===== src/rtl/pc_unit.sv =====
// pc_unit: program-counter register with sequential increment, absolute jump,
// PC-relative branch and an optional circular return-address stack.
// Optional feature macro: PC_RAS_EN (defined = return-address stack present;
// undefined = call_en/ret_en ignored, ras_empty=1, ras_full=0, ras_err=0).
module pc_unit #(
    parameter int AW        = 11,
    parameter int INC       = 1,
    parameter int OW        = 8,
    parameter int RESET_VEC = 0,
    parameter int RAS_D     = 4
) (
    input  logic          clk,
    input  logic          rst,
    input  logic          stall,
    input  logic          jump_en,
    input  logic [AW-1:0] jump_addr,
    input  logic          branch_en,
    input  logic [OW-1:0] branch_off,
    input  logic          call_en,
    input  logic          ret_en,
    output logic [AW-1:0] pc,
    output logic [AW-1:0] npc,
    output logic          wrap,
    output logic          ras_empty,
    output logic          ras_full,
    output logic          ras_err
);

    typedef enum logic [2:0] {
        SEL_SEQ,
        SEL_BRANCH,
        SEL_JUMP,
        SEL_CALL,
        SEL_RET
    } sel_e;

    sel_e          sel;
    logic [AW:0]   seq_sum;     // one extra bit catches the wrap carry
    logic [AW-1:0] branch_tgt;
    logic [AW-1:0] pc_next;

    assign seq_sum    = {1'b0, pc} + (AW+1)'(INC);
    assign npc        = seq_sum[AW-1:0];
    assign branch_tgt = pc + AW'($signed(branch_off));

`ifdef PC_RAS_EN
    localparam int            PW   = $clog2(RAS_D);
    localparam logic [PW:0]   FULL = (PW+1)'(RAS_D);

    logic [AW-1:0] stack [RAS_D];
    logic [PW-1:0] sp;          // next free slot; wraps modulo RAS_D
    logic [PW:0]   count;
    logic [AW-1:0] ras_top;
    logic          ret_fail;
    logic          err_q;

    assign ras_top   = stack[sp - 1'b1];
    assign ras_empty = (count == '0);
    assign ras_full  = (count == FULL);
    assign ras_err   = err_q;

    // Priority select: ret > call > jump > branch > sequential; empty ret falls to sequential.
    always_comb begin
        // NOTE: every output of a combinational block gets a default first so no latch is inferred.
        sel      = SEL_SEQ;
        ret_fail = 1'b0;
        if (ret_en) begin
            if (count != '0) sel = SEL_RET;
            else             ret_fail = 1'b1;
        end else if (call_en) begin
            sel = SEL_CALL;
        end else if (jump_en) begin
            sel = SEL_JUMP;
        end else if (branch_en) begin
            sel = SEL_BRANCH;
        end
    end

    // Stack storage: write the return address on call; oldest slot is overwritten when full.
    always_ff @(posedge clk) begin
        // NOTE: storage arrays are deliberately not reset; the count decides which entries are valid.
        if (!stall && sel == SEL_CALL) stack[sp] <= npc;
    end

    // Stack pointer, occupancy count and the empty-return error pulse.
    always_ff @(posedge clk or posedge rst) begin
        if (rst) begin
            sp    <= '0;
            count <= '0;
            err_q <= 1'b0;
        end else if (stall) begin
            err_q <= 1'b0;
        end else begin
            err_q <= ret_fail;
            if (sel == SEL_CALL) begin
                sp <= sp + 1'b1;
                if (count != FULL) count <= count + 1'b1;
            end else if (sel == SEL_RET) begin
                sp    <= sp - 1'b1;
                count <= count - 1'b1;
            end
        end
    end
`else
    logic unused_ras;

    assign unused_ras = &{1'b0, call_en, ret_en, 32'(RAS_D)};
    assign ras_empty  = 1'b1;
    assign ras_full   = 1'b0;
    assign ras_err    = 1'b0;

    // Priority select without a stack: jump > branch > sequential.
    always_comb begin
        sel = SEL_SEQ;
        if (jump_en)        sel = SEL_JUMP;
        else if (branch_en) sel = SEL_BRANCH;
    end
`endif

    // Next-PC multiplexer driven by the selected source.
    always_comb begin
        pc_next = npc;
        case (sel)
            SEL_BRANCH: pc_next = branch_tgt;
            SEL_JUMP:   pc_next = jump_addr;
            SEL_CALL:   pc_next = jump_addr;
`ifdef PC_RAS_EN
            SEL_RET:    pc_next = ras_top;
`endif
            default:    pc_next = npc;
        endcase
    end

    // PC register and sequential-wrap pulse; stall holds pc and clears the pulse.
    always_ff @(posedge clk or posedge rst) begin
        // NOTE: sequential state uses non-blocking assignments so all registers update together.
        if (rst) begin
            pc   <= AW'(RESET_VEC);
            wrap <= 1'b0;
        end else if (stall) begin
            wrap <= 1'b0;
        end else begin
            pc   <= pc_next;
            wrap <= (sel == SEL_SEQ) && seq_sum[AW];
        end
    end

endmodule


===== config.mk =====
export PLATFORM = sky130hd
export DESIGN_NAME = pc_unit
export DESIGN_NICKNAME = d
export VERILOG_FILES = /design/src/rtl/pc_unit.sv
export SDC_FILE = /design/constraint.sdc
export NUM_CORES = 1
export LEC_CHECK = 0
export ABC_AREA = 1
export ABC_CLOCK_PERIOD_IN_PS = 2009
export CORE_MARGIN = 2
export CORE_UTILIZATION = 46
export CTS_CLUSTER_DIAMETER = 30
export DETAILED_ROUTE_END_ITERATION = 6
export PLACE_DENSITY = 0.91
export SLEW_MARGIN = 20
export SYNTH_ARGS = -nofsm -noshare
export SYNTH_HDL_FRONTEND = slang
export SYNTH_SLANG_ARGS = --single-unit

===== constraint.sdc =====
create_clock -name clk -period 2.01 [get_ports clk]
set_input_delay 0.402 -clock clk [delete_from_list [all_inputs] [get_ports clk]]
set_output_delay 0.402 -clock clk [all_outputs]
set_load 0.1 [all_outputs]

==> results of run 1 <==
==> synth_stat cells <==
cell      number
xnor2_1        1
a21oi_1       17
o21bai_2       1
buf_6          3
inv_1         26
nand4_1        6
nand3b_1       4
and2_1         2
nor2_4         2
or2_2          2
conb_1         2
and2_4         1
clkbuf_8       1
nor2_2         1
fa_1           1
nor2_1        27
nand3_1       21
a21o_1         1
a21oi_2        2
xor2_1         3
o21ai_0        4
ha_1          11
nand2_4        1
nand2_1       69
dfrtp_1       12
xnor2_2        1
a21boi_0       1
nand2_2        3
a221oi_1       2
a31oi_1        3
buf_4          4
==> timing repair <==
item                                    in CTS  in global routing
buffers inserted                            11                  3
pin swaps                                    7                 15
resized for setup                           10                 19
endpoints found under the setup margin       8                 15
endpoints found under the hold margin        0                  0
gates cloned                                 0                  0
==> how the worst max path moves through the flow <==
| stage | slack (ps) | end | depth (start not counted) |
|---|---|---|---|
| final | -140 | pc[3] | 8 |
| after global placement | -180 | pc[4] | 8 |
| after detailed placement | -230 | pc[4] | 8 |
| after CTS | -50 | npc[9] | 6 |
| after floorplan | -660 | npc[5] | 4 |
| after global routing | -220 | pc[3] | 8 |
==> logic make-up after synthesis <==
kind of cell,after synthesis,synth area share [%]
AO/OA/AOI/OAI,31,12.3
XOR/XNOR,5,3.41
adder cells (fa/ha/maj),12,10.5
buffers and inverters,34,11.7
flip-flops,12,20.0
other,2,0.500
AND/OR/NAND/NOR,139,41.6
==> layer usage <==
metal	vias to the layer above	track usage (%)	wire, um
li1	902	-	-
met1	932	39.4	2320
met2	182	54.6	3150
met3	61	7.35	668
met4	0	19.9	478
met5	-	0	0
==> cell type report <==
| class | instances | share of cell area [%] |
|---|---|---|
| repair buffers | 76 | 33.5 |
| well taps | 44 | 2.08 |
| flip-flops and latches | 12 | 12.0 |
| multi-input cells | 190 | 47.1 |
| clock buffers | 4 | 1.37 |
| inverters | 26 | 3.84 |
==> through the flow <==
step	setup TNS, ps	utilization, %
5_1_grt	-1260	85.8
3_5_place_dp	-1200	77.3
4_1_cts	-52.6	82.8
3_3_place_gp	-725	77.3
2_1_floorplan	-5090	-
6_report	-635	85.8
==> state kept, by name (all words and copies together), names as in the netlist <==
name and count:
wrap 1, pc 11
==> power by group through the flow <==
stage	Combinational, W	Sequential [W]	Clock (W)
6_report	0.00193	0.000380	0.000214
5_1_grt	0.00201	0.000387	0.000204
4_1_cts	0.00178	0.000382	0.000196
3_5_place_dp	0.00167	0.000400	0
3_3_place_gp	0.00164	0.000397	0
2_1_floorplan	0.000882	0.000612	0
==> worst register-to-register path: cells and delay by family, from the launching register on <==
kind,cells,cell delay [ps]
AO/OA/AOI/OAI,3,680
adder cells (fa/ha/maj),1,310
buffers and inverters,2,300
flip-flops,1,520
AND/OR/NAND/NOR,2,250
==> flow_metrics.py, run 1 <==
metrics = {
    "power_and_ir_drop": {
        "p_clk_share_pct": 8.5,
        "sequentialPowerShare_pct": 15.1,
        "p_sw_w": 0.00142,
        "p_per_area_nw_per_um2": 955,
        "p_sw_share_pct": 56.2,
        "p_int_w": 0.00110,
        "power_w": 0.00252,
        "comb_power_share_pct": 76.5,
        "leakage_nw": 1.25,
        "max-vdd-ir-drop_uv": 707,
    },
    "critical_path": {
        "slowest_stage": "dfrtp_4",
        "r2r-end": "pc[3]",
        "slowest_delay_ps": 520,
        "critPathTopFamily": "compound AO/OA/AOI/OAI gates",
        "ff2ff_setup_slack_ps": -140,
        "startpoint": "pc[1]",
        "crit_chain": "buf_4 -> buf_4 -> ha_1 -> nand3_1 -> nand3_1 -> a21boi_0 -> o21ai_0 -> a31oi_1",
        "reg2reg_from": "pc[1]",
        "reg2reg_depth": 8,
        "crit_buf_inv": 2,
        "cp_max_fo": 4,
        "crit_path_end_kind": "register",
        "cp.required_ps": 2200,
        "cp.arrival_ps": 2350,
        "startpoint_type": "register",
        "path_class": "register to register",
    },
    "place": {
        "place_ws_ps": -228,
        "placed_area_um2": 2380,
        "dp_hpwl_mm": 3.70,
        "dpl.cell_count": 334,
        "port-buffer-count": 46,
        "gp_congestion": 0.889,
    },
    "clock_network": {
        "clock-sinks": 12,
        "insertion_delay_ps": 290,
        "clockBufferDepth": 2,
        "cts.clk_slew.worst_paths_ps": 90,
        "cts_made_buffers": 3,
        "cts_tree": "done",
        "root_buffer": "clkbuf_4",
        "cts_max_level": 1,
        "postCtsHoldBufs": 0,
    },
    "drt": {
        "initialDrtViolationCount": 196,
        "drtPass1Iterations": 6,
        "vias_per_cell": 5.90,
        "route.detailed.drc": 0,
        "wl_mm": 6.61,
        "post_drt_wl_per_cell_um": 18.8,
        "vias": 2077,
        "antenna_left": 0,
    },
    "finish": {
        "fillers": 165,
        "final_common_cell": "nand2_1",
        "final_nets": 347,
        "diodes": 0,
        "multiInputGateArea_um2": 1240,
        "drive_gt1_share_pct": 35.4,
        "post-route-cell-area_um2": 2640,
        "stdcell_count": 352,
        "areaGrowthSynthToFinish_pct": 75.8,
        "layout_common_cells": "65 x nand2_1, 31 x buf_4, 26 x nor2_1",
        "register_area_um2": 318,
    },
    "sta": {
        "fin_skew_ps": 6.14,
        "max_slew.worst_pin.slew_ps": 514,
        "rsz0062_at_grt": "true",
        "relSlewSlack_pct": 65.7,
        "slew_violations": 0,
        "hold_ws_ps": 439,
        "fmax_mhz": 464,
        "finalSetupViolCount": 10,
        "fin_crit_ps": 2150,
        "hold_viol": 0,
        "setup_ws_ps": -145,
        "post-route-period-util_pct": 107,
    },
    "global_route": {
        "grt.overflow.total": 0,
        "antenna_found_initial": 0,
        "grt_usage_pct": 33.2,
        "first_global_vias": 1949,
        "grt_pass1_wl_mm": 9.08,
        "grt_max_degree": 13,
    },
    "floorplan": {
        "ioPinCount": 52,
        "die_y_um": 61.2,
        "row_count": 20,
        "die_area_um2": 3740,
        "die_w_um": 61.2,
        "start_util_pct": 48.8,
        "coreArea_um2": 3080,
    },
    "status": {
        "violations": "setup timing",
        "status": "finished with violations",
    },
    "yosys": {
        "ys_top_cells_by_area": "dfrtp_1 20%, nand2_1 17%, ha_1 9.2%",
        "syn_avg_cell_area_um2": 6.39,
        "yosysSeqAreaShare_pct": 20.0,
        "synth_seq_cells": 12,
        "synth_top_area_share_pct": 20.0,
        "synth.distinct_cells": 31,
        "syn-cell-area_um2": 1500,
        "yosys_warnings": 0,
        "synthCells": 235,
        "yosysTopAreaCell": "dfrtp_1",
    },
    "flow_run": {
        "cap_violations": 0,
    },
    "hold_path": {
        "min_path_type": "primary input to asynchronous set/reset pin",
    },
}
No activity file was read; power rests on OpenSTA's default activity.
==> run 2: changes to the inputs <==
--- a/config.mk
+++ b/config.mk
@@ -7,9 +7,9 @@
 export LEC_CHECK = 0
 export ABC_AREA = 1
 export ABC_CLOCK_PERIOD_IN_PS = 2009
+export CAP_MARGIN = 20
 export CORE_MARGIN = 2
 export CORE_UTILIZATION = 46
-export CTS_CLUSTER_DIAMETER = 30
 export DETAILED_ROUTE_END_ITERATION = 6
 export PLACE_DENSITY = 0.91
 export SLEW_MARGIN = 20
==> results of run 2 <==
The final DEF is identical to that of run 1; final timing and power are the same.
